==> src/rtl/cam_pkg.sv <==
// rtl/cam_pkg.sv - shared tag and address types for the command-tracking CAM
package cam_pkg;

  localparam int CMD_ID_WIDTH  = 8;
  localparam int PROC_COUNT    = 4;
  localparam int PROC_ID_WIDTH = (PROC_COUNT > 1) ? $clog2(PROC_COUNT) : 1;
  localparam int CAM_DEPTH     = 8;

  typedef logic [CMD_ID_WIDTH-1:0]  cmd_id_t;
  typedef logic [PROC_ID_WIDTH-1:0] proc_id_t;

  typedef struct packed {
    cmd_id_t  cmd_id;
    proc_id_t proc_id;
  } tag_t;

  typedef logic [$clog2(CAM_DEPTH)-1:0] cam_addr_t;

  localparam int TAG_WIDTH = $bits(tag_t);

endpackage

==> src/rtl/prio_enc.sv <==
// rtl/prio_enc.sv - lowest-set-bit priority encoder with any/multi flags
module prio_enc #(
  parameter int WIDTH = 8,
  localparam int IW = $clog2(WIDTH)
) (
  input  logic [WIDTH-1:0] vec,
  output logic [IW-1:0]    idx,
  output logic             any,
  output logic             multi
);

  // Scan high to low so the lowest set index is the last one written.
  always_comb begin
    idx = '0;
    for (int i = WIDTH - 1; i >= 0; i--) begin
      if (vec[i]) idx = IW'(i);
    end
    any   = |vec;
    multi = |(vec & (vec - WIDTH'(1)));
  end

endmodule

==> src/rtl/mask_alloc_cam.sv <==
// rtl/mask_alloc_cam.sv - self-allocating tag CAM with masked multi-port lookup
module mask_alloc_cam
  import cam_pkg::*;
#(
  parameter int DATA_WIDTH = TAG_WIDTH,
  parameter int DEPTH      = CAM_DEPTH,
  parameter int NUM_LK     = 2,
  localparam int ADDR_WIDTH = $clog2(DEPTH)
) (
  input  logic                         clk,
  input  logic                         rst,
  input  logic                         ins_valid,
  input  logic [DATA_WIDTH-1:0]        ins_data,
  output logic                         ins_ready,
  output logic [ADDR_WIDTH-1:0]        ins_addr,
  input  logic                         del_valid,
  input  logic [ADDR_WIDTH-1:0]        del_addr,
  input  logic                         flush,
  input  logic [NUM_LK-1:0]            lk_valid,
  input  logic [NUM_LK*DATA_WIDTH-1:0] lk_data,
  input  logic [NUM_LK*DATA_WIDTH-1:0] lk_mask,
  output logic [NUM_LK-1:0]            lk_rvalid,
  output logic [NUM_LK-1:0]            lk_hit,
  output logic [NUM_LK-1:0]            lk_multi,
  output logic [NUM_LK*ADDR_WIDTH-1:0] lk_addr,
  output logic [NUM_LK*DEPTH-1:0]      lk_vec,
  output logic [ADDR_WIDTH:0]          count,
  output logic                         full,
  output logic                         empty
);

  localparam int CW = ADDR_WIDTH + 1;

  logic [DATA_WIDTH-1:0] data [DEPTH];
  logic [DEPTH-1:0]      valid;
  logic [DEPTH-1:0]      valid_next;
  logic [CW-1:0]         count_next;
  logic                  ins_fire;
  logic                  free_any_unused;
  logic                  free_multi_unused;

  // Free-slot allocation looks only at pre-edge valid, so a slot freed this
  // cycle cannot be handed out until the next one.
  prio_enc #(.WIDTH(DEPTH)) u_free_enc (
    .vec   (~valid),
    .idx   (ins_addr),
    .any   (free_any_unused),
    .multi (free_multi_unused)
  );

  assign ins_ready = !full;
  assign ins_fire  = ins_valid && ins_ready;

  // Next valid vector: delete, then insert (insert wins on same slot), flush overrides all.
  always_comb begin
    valid_next = valid;
    if (del_valid) valid_next[del_addr] = 1'b0;
    if (ins_fire)  valid_next[ins_addr] = 1'b1;
    if (flush)     valid_next = '0;
    count_next = '0;
    for (int i = 0; i < DEPTH; i++) begin
      count_next = count_next + CW'(valid_next[i]);
    end
  end

  // Valid bits and occupancy status, all derived from the same next-state vector.
  always_ff @(posedge clk) begin
    if (rst) begin
      valid <= '0;
      count <= '0;
      full  <= 1'b0;
      empty <= 1'b1;
    end else begin
      valid <= valid_next;
      count <= count_next;
      full  <= (count_next == CW'(DEPTH));
      empty <= (count_next == '0);
    end
  end

  // Tag storage; contents of invalid slots are never observed, so no reset.
  always_ff @(posedge clk) begin
    if (ins_fire) data[ins_addr] <= ins_data;
  end

  for (genvar p = 0; p < NUM_LK; p++) begin : g_lk
    logic [DATA_WIDTH-1:0] key;
    logic [DATA_WIDTH-1:0] mask;
    logic [DEPTH-1:0]      match;
    logic [ADDR_WIDTH-1:0] m_idx;
    logic                  m_any;
    logic                  m_multi;

    assign key  = lk_data[p*DATA_WIDTH +: DATA_WIDTH];
    assign mask = lk_mask[p*DATA_WIDTH +: DATA_WIDTH];

    // Masked compare of every entry against this port's key.
    always_comb begin
      match = '0;
      for (int i = 0; i < DEPTH; i++) begin
        match[i] = valid[i] && (((data[i] ^ key) & mask) == '0);
      end
    end

    prio_enc #(.WIDTH(DEPTH)) u_lk_enc (
      .vec   (match),
      .idx   (m_idx),
      .any   (m_any),
      .multi (m_multi)
    );

    // Register the result on a strobe and hold it until the next strobe.
    always_ff @(posedge clk) begin
      if (rst) begin
        lk_rvalid[p]                         <= 1'b0;
        lk_hit[p]                            <= 1'b0;
        lk_multi[p]                          <= 1'b0;
        lk_addr[p*ADDR_WIDTH +: ADDR_WIDTH]  <= '0;
        lk_vec[p*DEPTH +: DEPTH]             <= '0;
      end else begin
        lk_rvalid[p] <= lk_valid[p];
        if (lk_valid[p]) begin
          lk_hit[p]                           <= m_any;
          lk_multi[p]                         <= m_multi;
          lk_addr[p*ADDR_WIDTH +: ADDR_WIDTH] <= m_idx;
          lk_vec[p*DEPTH +: DEPTH]            <= match;
        end
      end
    end
  end

endmodule

==> config.mk <==
export PLATFORM = sky130hd
export DESIGN_NAME = mask_alloc_cam
export DESIGN_NICKNAME = d
export VERILOG_FILES = /design/src/rtl/cam_pkg.sv /design/src/rtl/prio_enc.sv /design/src/rtl/mask_alloc_cam.sv
export SDC_FILE = /design/constraint.sdc
export NUM_CORES = 1
export LEC_CHECK = 0
export BUFFER_PORTS_ARGS = -buffer_cell sky130_fd_sc_hd__buf_2
export CORE_ASPECT_RATIO = 2
export CORE_UTILIZATION = 45
export CTS_CLUSTER_DIAMETER = 200
export DETAILED_ROUTE_END_ITERATION = 16
export GPL_ROUTABILITY_DRIVEN = 0
export HOLD_SLACK_MARGIN = 0.03
export PLACE_DENSITY = 0.68
export SLEW_MARGIN = 20
export SYNTH_ARGS = -nofsm -noshare
export SYNTH_HDL_FRONTEND = slang
export SYNTH_HIERARCHICAL = 1
export SYNTH_SLANG_ARGS = --single-unit
==> constraint.sdc <==
create_clock -name clk -period 4.5 [get_ports clk]
set_input_delay 0.675 -clock clk [delete_from_list [all_inputs] [get_ports clk]]
set_output_delay 0.675 -clock clk [all_outputs]
set_load 0.05 [all_outputs]
* Word level (Yosys, flattened, before mapping)
Memory sizes are Yosys's and may differ from the RTL's.
Cells that the tools add are included.
Widths: inputs -> output; s select.
** Operators by class
- $add $sub $neg :: 9
- Magnitude comparators :: 4
- Equality and inequality tests :: 1
- Mux-type cells :: 33
- Bitwise logic cells :: 38
- Reductions and logical operators :: 41
** Operator list (count)
- $and 10x10->10 :: 16
- $logic_not 10->1 :: 16
- $xor 10x10->10 :: 16
- $mux 3 :: 24
- $reduce_or 8->1 :: 4
- $and 8x8->8 :: 3
- $mux 8 :: 3
- $logic_and 1x1->1 :: 19
- $add 4x1->4 :: 4
- $not 8->8 :: 2
- $sub 8x1->8 const B :: 2
- $lt 3x4->1 const B :: 2
- $or 8x8->8 :: 1
- $demux 1 s3 :: 2
- $ge 3x1->1 const B :: 2
- $add 3x1->4 :: 1
- $eq 4x4->1 const B :: 1
- $logic_not 4->1 :: 1
- $mux 1 :: 4
- $add 2x1->3 :: 1
- $add 1x1->2 :: 1
- $logic_not 1->1 :: 1
** Word-level totals
- Register bits after elaboration :: 42
- RAM bits :: 80
- Input bits :: 60
- Output and inout port bits :: 38
- Logic and storage cells :: 141
- Memories :: 1
** Memory list
- data :: words 8, bits a word 10, read ports 8, clocked after memory_dff 0, write ports 1, line mask_alloc_cam.sv:34 : logic [DATA_WIDTH-1:0] data [DEPTH];

* Longest topological paths before layout
- Word-level depth :: 24
- Mapped depth :: 19
- Mapped depth without buffers :: 19

* Cells and area by module
Netlist, hierarchy kept.
** By module, submodules not included
- mask_alloc_cam :: instances 1, cells an instance 614, area each 6643.9 um^2, seq. area each 3243.1 um^2
- prio_enc :: instances 3, cells an instance 22, area each 147.6 um^2, seq. area each 0.0 um^2

* Worst setup path before layout
Ideal clock, no wire load.
- Path type :: flip-flop to flip-flop
- From :: register valid[7]
- To :: register empty
- Setup time :: 0.115 ns
- Arrival :: 4.851 ns
- Required time :: 4.385 ns
- Slack :: -0.467 ns
- Cell stages (with the launch flop) :: 20
- Path buffers :: 0
- Clock period less this slack :: 4.967 ns
- Path through :: dfxtp_1 inv_1 nor2_1 nor3_1 nor3_1 nor3_1 nor2b_1 nand2_1 a21oi_1 fa_1 inv_1 fa_1 fa_1 inv_1 ha_1 inv_1 fa_1 xor2_1 a31oi_1 nor2_1
** On the way
- Elaborated cells on any way between the ends :: 27
- Classes of those cells :: 7 x add/sub; 2 x order compare; 13 x mux; 3 x bitwise; 2 x reduce/logical
** RTL lines
- start, declared :: line mask_alloc_cam.sv:35 : logic [DEPTH-1:0] valid;
- start signal, assigned :: line mask_alloc_cam.sv:74 : valid <= valid_next;
- $not 8->8 (*) :: line mask_alloc_cam.sv:45 : .vec (~valid),
- $mux 3 (*) (8 in a row) :: line prio_enc.sv:16 : if (vec[i]) idx = IW'(i);
- named net ins_addr[1] :: line mask_alloc_cam.sv:15 : output logic [ADDR_WIDTH-1:0] ins_addr,
- $lt 3x4->1 (not written as such) / $ge 3x1->1 (equally long branches) :: line mask_alloc_cam.sv:58 : if (ins_fire) valid_next[ins_addr] = 1'b1;
- $logic_and 1x1->1 (not written as such) :: line mask_alloc_cam.sv:58
- $mux 1 (not written as such) :: line mask_alloc_cam.sv:58
- $demux 1 s3 (*) :: line mask_alloc_cam.sv:58
- $or 8x8->8 (no source line) (*)
- $mux 8 (*) :: line mask_alloc_cam.sv:58
- $mux 8 (*) :: line mask_alloc_cam.sv:59 : if (flush) valid_next = '0;
- named net valid_next[3] :: line mask_alloc_cam.sv:36 : logic [DEPTH-1:0] valid_next;
- $add 3x1->4 (*) :: line mask_alloc_cam.sv:62 : count_next = count_next + CW'(valid_next[i]);
- $add 4x1->4 (*) (4 in a row) :: line mask_alloc_cam.sv:62
- $logic_not 4->1 (*) :: line mask_alloc_cam.sv:77 : empty <= (count_next == '0);
- end signal, assigned :: line mask_alloc_cam.sv:77
- end, declared :: line mask_alloc_cam.sv:29 : output logic empty
The timed path passes the listed nets; every way through them passes the cells marked *.
A chain may end at the register's enable or synchronous reset.

* Worst setup path after layout
- From :: register valid[1]
- To :: register empty
** On the way
- Longest elaborated chain between the ends :: 18
- Elaborated cells on any way between the ends :: 21
- Classes of those cells :: 7 x add/sub; 2 x order compare; 7 x mux; 3 x bitwise; 2 x reduce/logical
** Ends and longest elaborated chain (line)
- $not 8->8 (*) :: mask_alloc_cam.sv:45
- $mux 3 (*) (2 in a row) :: prio_enc.sv:16
- $lt 3x4->1 (not written as such) / $ge 3x1->1 (equally long branches) :: mask_alloc_cam.sv:58
- $logic_and 1x1->1 (not written as such) :: mask_alloc_cam.sv:58
- $mux 1 (not written as such) :: mask_alloc_cam.sv:58
- $demux 1 s3 (*) :: mask_alloc_cam.sv:58
- $or 8x8->8 (no source line) (*)
- $mux 8 (*) :: mask_alloc_cam.sv:58
- $mux 8 (*) :: mask_alloc_cam.sv:59
- named net valid_next[0] :: mask_alloc_cam.sv:36
- $add 1x1->2 (*) :: mask_alloc_cam.sv:62
- $add 2x1->3 (*) :: mask_alloc_cam.sv:62
- $add 3x1->4 (*) :: mask_alloc_cam.sv:62
- $add 4x1->4 (*) (4 in a row) :: mask_alloc_cam.sv:62
- $logic_not 4->1 (*) :: mask_alloc_cam.sv:77
Marked as above.

==> results.json <==
{
  "area_growth_pct": 15.1,
  "share_comb_of_total_power_pct": 10.3,
  "core_mm2": 0.0153,
  "synth_nets": 738,
  "synth_cells": 671,
  "ios": 98,
  "die_x_um": 90.3,
  "start_util_pct": 45.8,
  "grt_overflow": 0,
  "routedWlPerCell_um": 21.5,
  "clock_sinks": 122,
  "period_needed_ps": 4210,
  "cp_data_arrival_time_ps": 4560,
  "cts_buffers": 17,
  "hold_class": "flop to flop",
  "cp_max_fo": 6,
  "grtUsageTotal_pct": 25.9,
  "p_per_area_mw_per_mm2": 345,
  "vdd_drop_max_v": 0.000254,
  "die_y_um": 179,
  "power.internal_mw": 2.09,
  "max_slew_margin_pct": 49.2,
  "power_leakage_nw": 3.31,
  "drc": 0,
  "clock_latency_ps": 420,
  "drt_first_pass_iters": 5,
  "die_area_mm2": 0.0161,
  "maxCapViolations": 0,
  "post-place-ws_ps": 341,
  "grt_pass1_wl_mm": 30.3,
  "r2r-end": "empty",
  "syn_avg_cell_area_um2": 10.4,
  "grt_pass1_vias": 5605,
  "routed-via-count": 5352,
  "nets": 806,
  "start_kind": "flop",
  "port_buffers": 97,
  "hold_violations": 0,
  "switchingPower_mw": 0.688,
  "cts_buffer_depth": 2,
  "final.setup.worst_slack_ps": 286,
  "rsz0062_at_grt": "false",
  "r2r-start": "valid[1]",
  "synth_area_mm2": 0.00701,
  "min-delay-start": "lk_multi[0]",
  "whs_path_depth": 2,
  "fp-row-count": 64,
  "cts_root_buffer": "clkbuf_16",
  "tightest_slew_ps": 762,
  "cts_tree": "built",
  "ys_warn_count": 6,
  "clockPowerShare_pct": 46.1,
  "drv_slew": 0,
  "h-tree-depth": 4,
  "antenna_found_initial": 0,
  "min_to": "lk_multi[0]",
  "drtIter0Drc": 401,
  "ant_nets": 0,
  "crit_type": "flop to flop",
  "layout-drive-gt1-share_pct": 18.5,
  "dp_hpwl_mm": 15.9,
  "pwr-share-seq_pct": 43.6,
  "layout_worst_path_cycle_share_pct": 93.7,
  "critPathCaptureType": "flop",
  "diodes": 0,
  "fmax_mhz": 237,
  "r2r_setup_slack_ps": 290,
  "finalClockSkew_ps": 11.7,
  "cts.clk_slew.worst_paths_ps": 60,
  "via_per_inst": 5.63,
  "swShare_pct": 24.7,
  "required_ps": 4850,
  "wirelength_mm": 20.4,
  "finalSetupViolations": 0,
  "grt_max_degree": 42,
  "fin_tns_setup_ps": 0,
  "outcome": "completed",
  "reg2regPathDepth": 17
}
## power groups by stage
| stage | registers [mW] | logic [mW] | clock network, mW |
|---|---|---|---|
| 6_report | 1.21 | 0.286 | 1.28 |
| 5_1_grt | 1.21 | 0.303 | 1.35 |
| 4_1_cts | 1.21 | 0.280 | 1.30 |
| 3_5_place_dp | 1.24 | 0.279 | 0 |
| 3_3_place_gp | 1.23 | 0.270 | 0 |
| 2_1_floorplan | 1.24 | 0.181 | 0 |
## through the flow
step                      instance area [µm²]  utilization (%)  hold slack [ps]  instances  total power, mW
final                                    8070             52.7              493        950             2.78
after global routing                     8070             52.7              515        950             2.86
after CTS                                8060             52.7              499        949             2.79
after detailed placement                 7490             49.0              483        917             1.51
after global placement                   7490             49.0              471        917             1.50
after floorplan                          7020                -              578        671             1.42
## metal layers
metal  wire length, µm  track usage, %  vias up  share of wire, %
met5                 0               0        -                 0
met4              2190            28.6        0                11
met3               784            5.20      100               3.8
met2             10800            47.0      206                53
met1              6590            22.2     2555                32
li1                  -               -     2491                 -
## worst max-delay path: stages, from the launching register on
cell and delay, ps:
dfxtp_1 340, inv_1 110, or4_4 530, a21oi_2 250
nor2_1 100, nand2_1 100, a21oi_1 100, fa_1 560
inv_1 50, fa_1 490, fa_1 410, inv_1 60
ha_1 150, inv_1 60, fa_1 380, xor2_1 210
a31oi_1 110, nor2_1 130
## state kept, by name (all words and copies together) (netlist names)
register,flops
count,4
lk_hit,2
lk_addr,6
full,1
lk_vec,16
lk_rvalid,2
valid,8
data,80
empty,1
lk_multi,2
## what timing repair did
action                                  in CTS  in global routing
hold buffers                                 0                  0
endpoints found under the setup margin       0                  1
buffers inserted                             0                  1
endpoints found under the hold margin        0                  0
gates resized for setup                      0                  1
## cells in the final DEF (no fill, tap or decap), drive strengths merged, types with 6 or more instances in the layout
cell	count
edfxtp	80
o21ai	10
inv	36
nor2b	6
nand4	16
nand2	42
clkbuf	23
a22oi	64
dfxtp	42
nor3	13
nor2	41
mux2i	10
a21o	6
xor2	161
o32ai	16
buf	98
nand2b	24
a21oi	30
## layout make-up
| class | instances | area (µm²) |
|---|---|---|
| clock inverter | 9 | 57.6 |
| fill | 1372 | 7230 |
| tap | 198 | 248 |
| timing repair buffer | 98 | 493 |
| inverter | 33 | 124 |
| clock buffer | 23 | 510 |
| multi-input combinational | 467 | 3390 |
| sequential | 122 | 3240 |
## worst max path at each step
stage	startpoint	to	slack, ps	cells after the start
after floorplan	valid[3]	empty	150	17
after global placement	valid[3]	empty	460	17
after detailed placement	valid[3]	empty	340	17
after CTS	valid[1]	empty	340	17
after global routing	valid[1]	empty	20	17
final	valid[1]	empty	290	17
Note: power is estimated with default switching activity, not from simulation.
